$ cat config.mk
export PLATFORM = sky130hd
export DESIGN_NAME = w_hc4511_scan
export DESIGN_NICKNAME = d
export VERILOG_FILES = /design/src/rtl/w_hc4511_scan.sv
export SDC_FILE = /design/constraint.sdc
export NUM_CORES = 1
export LEC_CHECK = 0
export ABC_AREA = 0
export BUFFER_PORTS_ARGS = -buffer_cell sky130_fd_sc_hd__buf_2
export CAP_MARGIN = 5
export CORE_MARGIN = 2
export CORE_UTILIZATION = 61
export DETAILED_ROUTE_END_ITERATION = 10
export PLACE_DENSITY = 0.85
export SLEW_MARGIN = 20
export SYNTH_ARGS = -nofsm -noshare
export SYNTH_HDL_FRONTEND = slang
export SYNTH_SLANG_ARGS = --single-unit
$ cat constraint.sdc
create_clock -name i_clk -period 6.9 [get_ports i_clk]
set_input_delay 0 -clock i_clk [delete_from_list [all_inputs] [get_ports i_clk]]
set_output_delay 0 -clock i_clk [all_outputs]
set_load 0.03 [all_outputs]
$ cat src/rtl/w_hc4511_scan.sv
// Multi-digit scanned hex-to-7-segment driver: latched nibbles, leading-zero blanking,
// lamp test / blanking priority and a dark cycle at the start of every digit slot.
module w_hc4511_scan #(
    parameter int unsigned DIGITS         = 8,
    parameter int unsigned SCAN_DIV       = 50000,
    parameter bit          SEG_ACTIVE_LOW = 1'b0,
    parameter bit          DIG_ACTIVE_LOW = 1'b0
) (
    input  logic                  i_clk,
    input  logic                  i_rst_n,
    input  logic                  i_le,
    input  logic                  i_bi_n,
    input  logic                  i_lt_n,
    input  logic                  i_lzb,
    input  logic [4*DIGITS-1:0]   i_data,
    input  logic [DIGITS-1:0]     i_dp,
    output logic [7:0]            o_seg,
    output logic [DIGITS-1:0]     o_dig_sel
);

    localparam int unsigned IDX_W = (DIGITS > 1) ? $clog2(DIGITS) : 1;
    localparam int unsigned DIV_W = (SCAN_DIV > 1) ? $clog2(SCAN_DIV) : 1;
    localparam logic [DIV_W-1:0] DIV_LAST = DIV_W'(SCAN_DIV - 1);
    localparam logic [IDX_W-1:0] IDX_LAST = IDX_W'(DIGITS - 1);

    logic [4*DIGITS-1:0] r_data;
    logic [DIGITS-1:0]   r_dp;
    logic [IDX_W-1:0]    r_idx;
    logic [DIV_W-1:0]    r_div_cnt;
    logic [7:0]          r_seg;
    logic [DIGITS-1:0]   r_dig_sel;

    logic [3:0]          w_nib;
    logic                w_dp;
    logic                w_blank;
    logic [DIGITS:0]     w_zero_from;
    logic [DIGITS-1:0]   w_onehot;
    logic [7:0]          w_seg;
    logic [DIGITS-1:0]   w_dig_sel;

    function automatic logic [6:0] hex7(input logic [3:0] n);
        logic [6:0] s;
        case (n)
            4'h0: s = 7'h3F;
            4'h1: s = 7'h06;
            4'h2: s = 7'h5B;
            4'h3: s = 7'h4F;
            4'h4: s = 7'h66;
            4'h5: s = 7'h6D;
            4'h6: s = 7'h7D;
            4'h7: s = 7'h07;
            4'h8: s = 7'h7F;
            4'h9: s = 7'h6F;
            4'hA: s = 7'h77;
            4'hB: s = 7'h7C;
            4'hC: s = 7'h39;
            4'hD: s = 7'h5E;
            4'hE: s = 7'h79;
            default: s = 7'h71;
        endcase
        return s;
    endfunction

    always_ff @(posedge i_clk or negedge i_rst_n) begin
        if (!i_rst_n) begin
            r_data <= '0;
            r_dp   <= '0;
        end else if (!i_le) begin
            r_data <= i_data;
            r_dp   <= i_dp;
        end
    end

    always_ff @(posedge i_clk or negedge i_rst_n) begin
        if (!i_rst_n) begin
            r_div_cnt <= '0;
            r_idx     <= '0;
        end else if (r_div_cnt == DIV_LAST) begin
            r_div_cnt <= '0;
            r_idx     <= (r_idx == IDX_LAST) ? '0 : r_idx + 1'b1;
        end else begin
            r_div_cnt <= r_div_cnt + 1'b1;
        end
    end

    // w_zero_from[i] is set when nibbles i..DIGITS-1 are all zero.
    always_comb begin
        w_nib       = '0;
        w_dp        = 1'b0;
        w_blank     = 1'b0;
        w_onehot    = '0;
        w_zero_from = '0;
        w_zero_from[DIGITS] = 1'b1;
        for (int i = DIGITS - 1; i >= 0; i--) begin
            w_zero_from[i] = w_zero_from[i+1] & (r_data[4*i +: 4] == 4'h0);
        end
        for (int i = 0; i < DIGITS; i++) begin
            if (r_idx == IDX_W'(i)) begin
                w_nib       = r_data[4*i +: 4];
                w_dp        = r_dp[i];
                w_onehot[i] = 1'b1;
                w_blank     = i_lzb && (i != 0) && w_zero_from[i];
            end
        end
    end

    always_comb begin
        w_seg     = '0;
        w_dig_sel = (r_div_cnt == '0) ? '0 : w_onehot;
        if (!i_lt_n) begin
            w_seg = 8'hFF;
        end else if (!i_bi_n) begin
            w_seg     = 8'h00;
            w_dig_sel = '0;
        end else if (!w_blank) begin
            w_seg = {w_dp, hex7(w_nib)};
        end
    end

    always_ff @(posedge i_clk or negedge i_rst_n) begin
        if (!i_rst_n) begin
            r_seg     <= {8{SEG_ACTIVE_LOW}};
            r_dig_sel <= {DIGITS{DIG_ACTIVE_LOW}};
        end else begin
            r_seg     <= w_seg ^ {8{SEG_ACTIVE_LOW}};
            r_dig_sel <= w_dig_sel ^ {DIGITS{DIG_ACTIVE_LOW}};
        end
    end

    assign o_seg     = r_seg;
    assign o_dig_sel = r_dig_sel;

endmodule

Word-level counts from Yosys, hierarchy flattened
Memory sizes are Yosys's and may differ from the RTL's.
Index checks and enable logic that the tools add are counted.
{"block": "op_classes", "n_addsub": 2, "n_eq_ne": 8, "n_mux": 39, "bitwise_logic": 6, "reduce_logical": 16}
{"op": "$mux W8", "n": 6}
{"op": "$mux W4", "n": 8}
{"op": "$logic_not A4 Y1", "n": 7}
{"op": "$mux W1", "n": 23}
{"op": "$add A16 B1 Y16 const B", "n": 1}
{"op": "$eq A16 B16 Y1 const B", "n": 1}
{"op": "$logic_not A16 Y1", "n": 1}
{"op": "$mux W16", "n": 1}
{"op": "$eq A3 B3 Y1 const B", "n": 4}
{"op": "$logic_and A1 B1 Y1", "n": 7}
{"op": "$and A1 B1 Y1", "n": 6}
{"op": "$eq A3 B2 Y1 const B", "n": 2}
{"op": "$add A3 B1 Y3 const B", "n": 1}
{"op": "$eq A3 B1 Y1 const B", "n": 1}
{"op": "$logic_not A3 Y1", "n": 1}
{"op": "$mux W3", "n": 1}
{"block": "word_totals", "reg_bits": 75, "mem_bits_ro": 112, "in_bits": 46, "out_inout_bits": 16, "wordCells": 78, "memories": 1}
{"memory": "(name not given)", "depth": 16, "width": 7, "rd": 1, "rd_clocked_by_memory_dff": 0, "write_ports": 0, "line_no": "43", "text": "case (n)"}

Longest topological paths before layout
{"block": "logic_depth", "word_depth": 18, "depth_mapped": 13, "depth_no_buf": 11}

Worst setup path after synthesis
Ideal clock, no wire load.
{"block": "synth_path", "kind": "register to register", "from": "reg r_idx[0]", "to": "reg r_seg[0] (netlist: o_seg[0])", "setup_time_ps": 123, "t_arrival_ps": 2503, "slack_ps": 4275, "stages_incl_launch_ff": 13, "path_buffers": 2, "cell_sequence": "dfrtp_1 > inv_1 > ha_1 > buf_2 > buf_6 > nor2b_1 > a2111oi_0 > o22ai_1 > a21oi_2 > ha_1 > nand2b_1 > mux2_2 > o221a_1"}
{"block": "synth_between", "elab_chain_len": 13}
{"item": "start, declared", "line_no": "28", "text": "logic [IDX_W-1:0] r_idx;"}
{"item": "start signal, assigned", "line_no": "80", "text": "r_idx <= (r_idx == IDX_LAST) ? '0 : r_idx + 1'b1;"}
{"item": "$logic_not A3 Y1", "line_no": "98", "text": "if (r_idx == IDX_W'(i)) begin"}
{"item": "$mux W4 (8 in a row)", "line_no": "98"}
{"item": "$mem_v2 Z16 W7"}
{"item": "$mux W8 *", "line_no": "115", "text": "end else if (!w_blank) begin"}
{"item": "$mux W8 *", "line_no": "112", "text": "end else if (!i_bi_n) begin"}
{"item": "$mux W8 *", "line_no": "110", "text": "if (!i_lt_n) begin"}
{"item": "named net w_seg[0]", "line_no": "38", "text": "logic [7:0] w_seg;"}
{"item": "end signal, assigned", "line_no": "122", "text": "r_seg <= {8{SEG_ACTIVE_LOW}};"}
{"item": "end signal, assigned", "line_no": "125", "text": "r_seg <= w_seg ^ {8{SEG_ACTIVE_LOW}};"}
{"item": "end, declared", "line_no": "30", "text": "logic [7:0] r_seg;"}
The timed path passes the listed nets; every way through them passes the cells marked *.
A chain may end at the register's enable or synchronous reset.

Worst setup path after layout
{"block": "layout_path", "from": "reg r_idx[2]", "to": "reg r_seg[1] (netlist: o_seg[1])"}
Same word-level chain as after synthesis.

==> results.py <==
metrics = {
    "status": {
        "status": "finished clean",
    },
    "route": {
        "vias": 3150,
        "wire_per_inst_um": 17.45,
        "firstDrtPassIters": 5,
        "ant_nets": 0,
        "drtIter0Drc": 216,
        "via_per_inst": 5.943,
        "drt_wl_total_um": 9249,
        "route.detailed.drc": 0,
    },
    "power": {
        "powerDensity_mw_per_mm2": 213.7,
        "p_clk_frac": 0.390,
        "power.switching_mw": 0.2500,
        "p_int_mw": 0.7818,
        "ir_drop_mv": 0.2058,
        "power_mw": 1.032,
        "combinationalPowerShare": 0.135,
        "leakage_nw": 2.152,
        "seq_power_share": 0.475,
        "swShare": 0.2423,
    },
    "global_routing": {
        "grt.total_usage": 0.2765,
        "globalRouteMet1Util": 0.3377,
        "use_met3": 0.06660,
        "grt-busiest-layer": "met2",
        "use_met2": 0.4809,
        "grt_pass1_vias": 3296,
        "grt_overflow": 0,
        "grt_pass1_wl_um": 15380,
        "grt_max_degree": 76,
        "antenna_found_initial": 0,
    },
    "final_layout": {
        "diodes": 0,
        "nFillCells": 342,
        "drive_gt1_frac": 0.2901,
        "multi_input_area_mm2": 0.001805,
        "fin_area_mm2": 0.004827,
        "seqCellArea_mm2": 0.001877,
        "final_cells": 530,
        "area_delta_synth_final_pct": 25.42,
        "final_nets": 510,
        "post-route-util": 0.8011,
    },
    "timing": {
        "finClkSkew_ns": 0.01252,
        "clock.fmax_ghz": 0.2777,
        "finalWorstSetupSlack_ns": 3.299,
        "setup_tns_ns": 0,
        "rsz0062_at_grt": "no",
        "period_minus_slack_ns": 3.601,
        "final-max-slew-violation-count": 0,
        "fin_crit_sh": 0.5219,
        "setup_violations": 0,
        "hold_viol": 0,
        "worst_pin_slew_ns": 0.9185,
        "relSlewSlack": 0.3876,
        "fin_worst_hold_slack_ns": 0.06881,
    },
    "yosys": {
        "synth-edff-count": 0,
        "async_flop_share": 1.000,
        "synth-seq-cells": 75,
        "synth_common_cells": "dfrtp_1, mux2_2, nand2_1",
        "synthDistinctLibCells": 54,
        "yosysSeqAreaShare": 0.4876,
        "yosysTopAreaCell": "dfrtp_1",
        "synthCells": 352,
        "avgSynthCellArea_um2": 10.93,
        "netlist_top_cells_area": "dfrtp_1, mux2_2, ha_1",
        "syn_area_mm2": 0.003849,
        "ys_warn_count": 0,
        "synth.most_common_cell": "dfrtp_1",
        "syn_nets": 412,
        "synth_top_area_frac": 0.4876,
        "synth-main-ff-cell": "dfrtp_1",
    },
    "critical_path": {
        "path_cells": "inv_1, ha_1, a2111oi_0, o22ai_1, a21oi_2, inv_1, ha_1, nor2b_1, a211oi_1, o31ai_1",
        "cp_max_fo": 22,
        "crit_required_ns": 7.15,
        "cpMaxStageDelayCell": "dfrtp_1",
        "startpoint_type": "flop",
        "endpoint_kind": "flop",
        "regToRegSetupSlack_ns": 3.30,
        "max_stage_delay_ns": 0.77,
        "path_class": "flop to flop",
        "crit_arrival_ns": 3.85,
    },
    "floorplan": {
        "ios": 62,
        "die_x_um": 83.43,
        "rows": 28,
        "core_region_area_mm2": 0.006026,
        "die_height_um": 83.43,
        "start_util": 0.6387,
        "dieArea_mm2": 0.006961,
    },
    "clocking": {
        "cts_tree": "yes",
        "cts_sinks": 75,
        "cts_setup_buffers": 0,
        "cts_resized": 0,
        "cts_made_buffers": 9,
        "cts_root_buf": "clkbuf_8",
        "h-tree-depth": 3,
        "clk_latency_ns": 0.36,
        "cts_max_path_buffers": 2,
        "clk_pin_slew_ns": 0.07,
    },
    "placement": {
        "placed_cells": 472,
        "dp_slack_ns": 3.479,
        "port_buffers": 61,
        "gp_congestion": 0.9077,
        "placed_area_mm2": 0.004160,
        "dp_hpwl_um": 5799,
    },
    "job": {
        "drv_cap": 0,
    },
    "hold_path": {
        "hold_path.class": "input pin to flop",
    },
}
[worst max-delay path, delay by kind of cell (launching register included)]
kind / cells / cell delay (ns)
simple gates: 1 / 0.12
buf+inv: 2 / 0.41
fa+ha+maj: 2 / 0.78
compound gates: 5 / 1.41
flops: 1 / 0.77
[state kept, by name (all words and copies together), names as in the netlist]
name	cells
r_idx	3
r_dp	8
o_dig_sel	8
o_seg	8
r_div_cnt	16
r_data	32
[cells by family (layout without fill, tap and decap cells)]
family | count (synthesis) | count (layout) | synth area share
multiplexers | 43 | 43 | 0.1252
AO/OA/AOI/OAI | 66 | 66 | 0.1258
adder cells (fa/ha/maj) | 14 | 14 | 0.04551
XOR/XNOR | 14 | 14 | 0.03186
buffers and inverters | 35 | 138 | 0.04324
AND/OR/NAND/NOR | 105 | 105 | 0.1408
flip-flops | 75 | 75 | 0.4876
[cells in the final DEF, fill, tap and decap left out, drive strengths merged, types with 2 or more instances in the layout]
cell,instances
a211o,2
a21o,2
o21a,4
mux2,41
xor2,6
and2,2
o211ai,3
or4,4
a221oi,2
o21ai,13
dfrtp,75
bufinv,2
mux2i,2
a31o,2
nor4,8
nand3b,3
xnor2,8
a2111oi,3
o31ai,6
clkbuf,13
and3,5
o22ai,7
nand2b,2
a31oi,2
nand3,12
dlygate4sd3,42
a211oi,4
nor3,8
nor2,22
nor2b,6
nand2,26
ha,14
a21oi,12
inv,17
buf,63
nand4,4
[layout make-up]
| class | count | area share |
|---|---|---|
| clock buffer | 13 | 0.03707 |
| tap | 75 | 0.01944 |
| multi-input combinational | 242 | 0.3740 |
| sequential | 75 | 0.3888 |
| inverter | 17 | 0.01322 |
| timing repair buffer | 105 | 0.1534 |
| clock inverter | 3 | 0.01400 |
[timing repair]
action,CTS,global route
hold buffers,42,0
setup endpoints to repair,0,0
endpoints found under the hold margin,122,0
[power groups by stage]
stage | logic (mW) | clock network [mW] | registers [mW]
after floorplan | 0.0684 | 0 | 0.500
after global placement | 0.113 | 0 | 0.496
after detailed placement | 0.117 | 0 | 0.497
after CTS | 0.137 | 0.407 | 0.489
after global routing | 0.151 | 0.428 | 0.492
final | 0.139 | 0.403 | 0.490
[metal layers]
| metal | vias to the layer above | part of all wire |
|---|---|---|
| met5 | - | 0 |
| met4 | 0 | 0.026 |
| met3 | 34 | 0.058 |
| met2 | 147 | 0.51 |
| met1 | 1521 | 0.40 |
| li1 | 1448 | - |
[path summary, 6_finish.rpt]
path | from | endpoint | cells past startpoint
worst max-delay path | r_idx[2] | o_seg[1] | 10
worst min-delay path | i_bi_n | o_seg[5] | 3
worst max register to register | r_idx[2] | o_seg[1] | 10
worst min register to register | r_div_cnt[10] | r_div_cnt[10] | 1
max in group asynchronous | i_rst_n | o_seg[1] | 3
min in group asynchronous | i_rst_n | r_div_cnt[4] | 3
No activity file was read; power rests on OpenSTA's default activity.
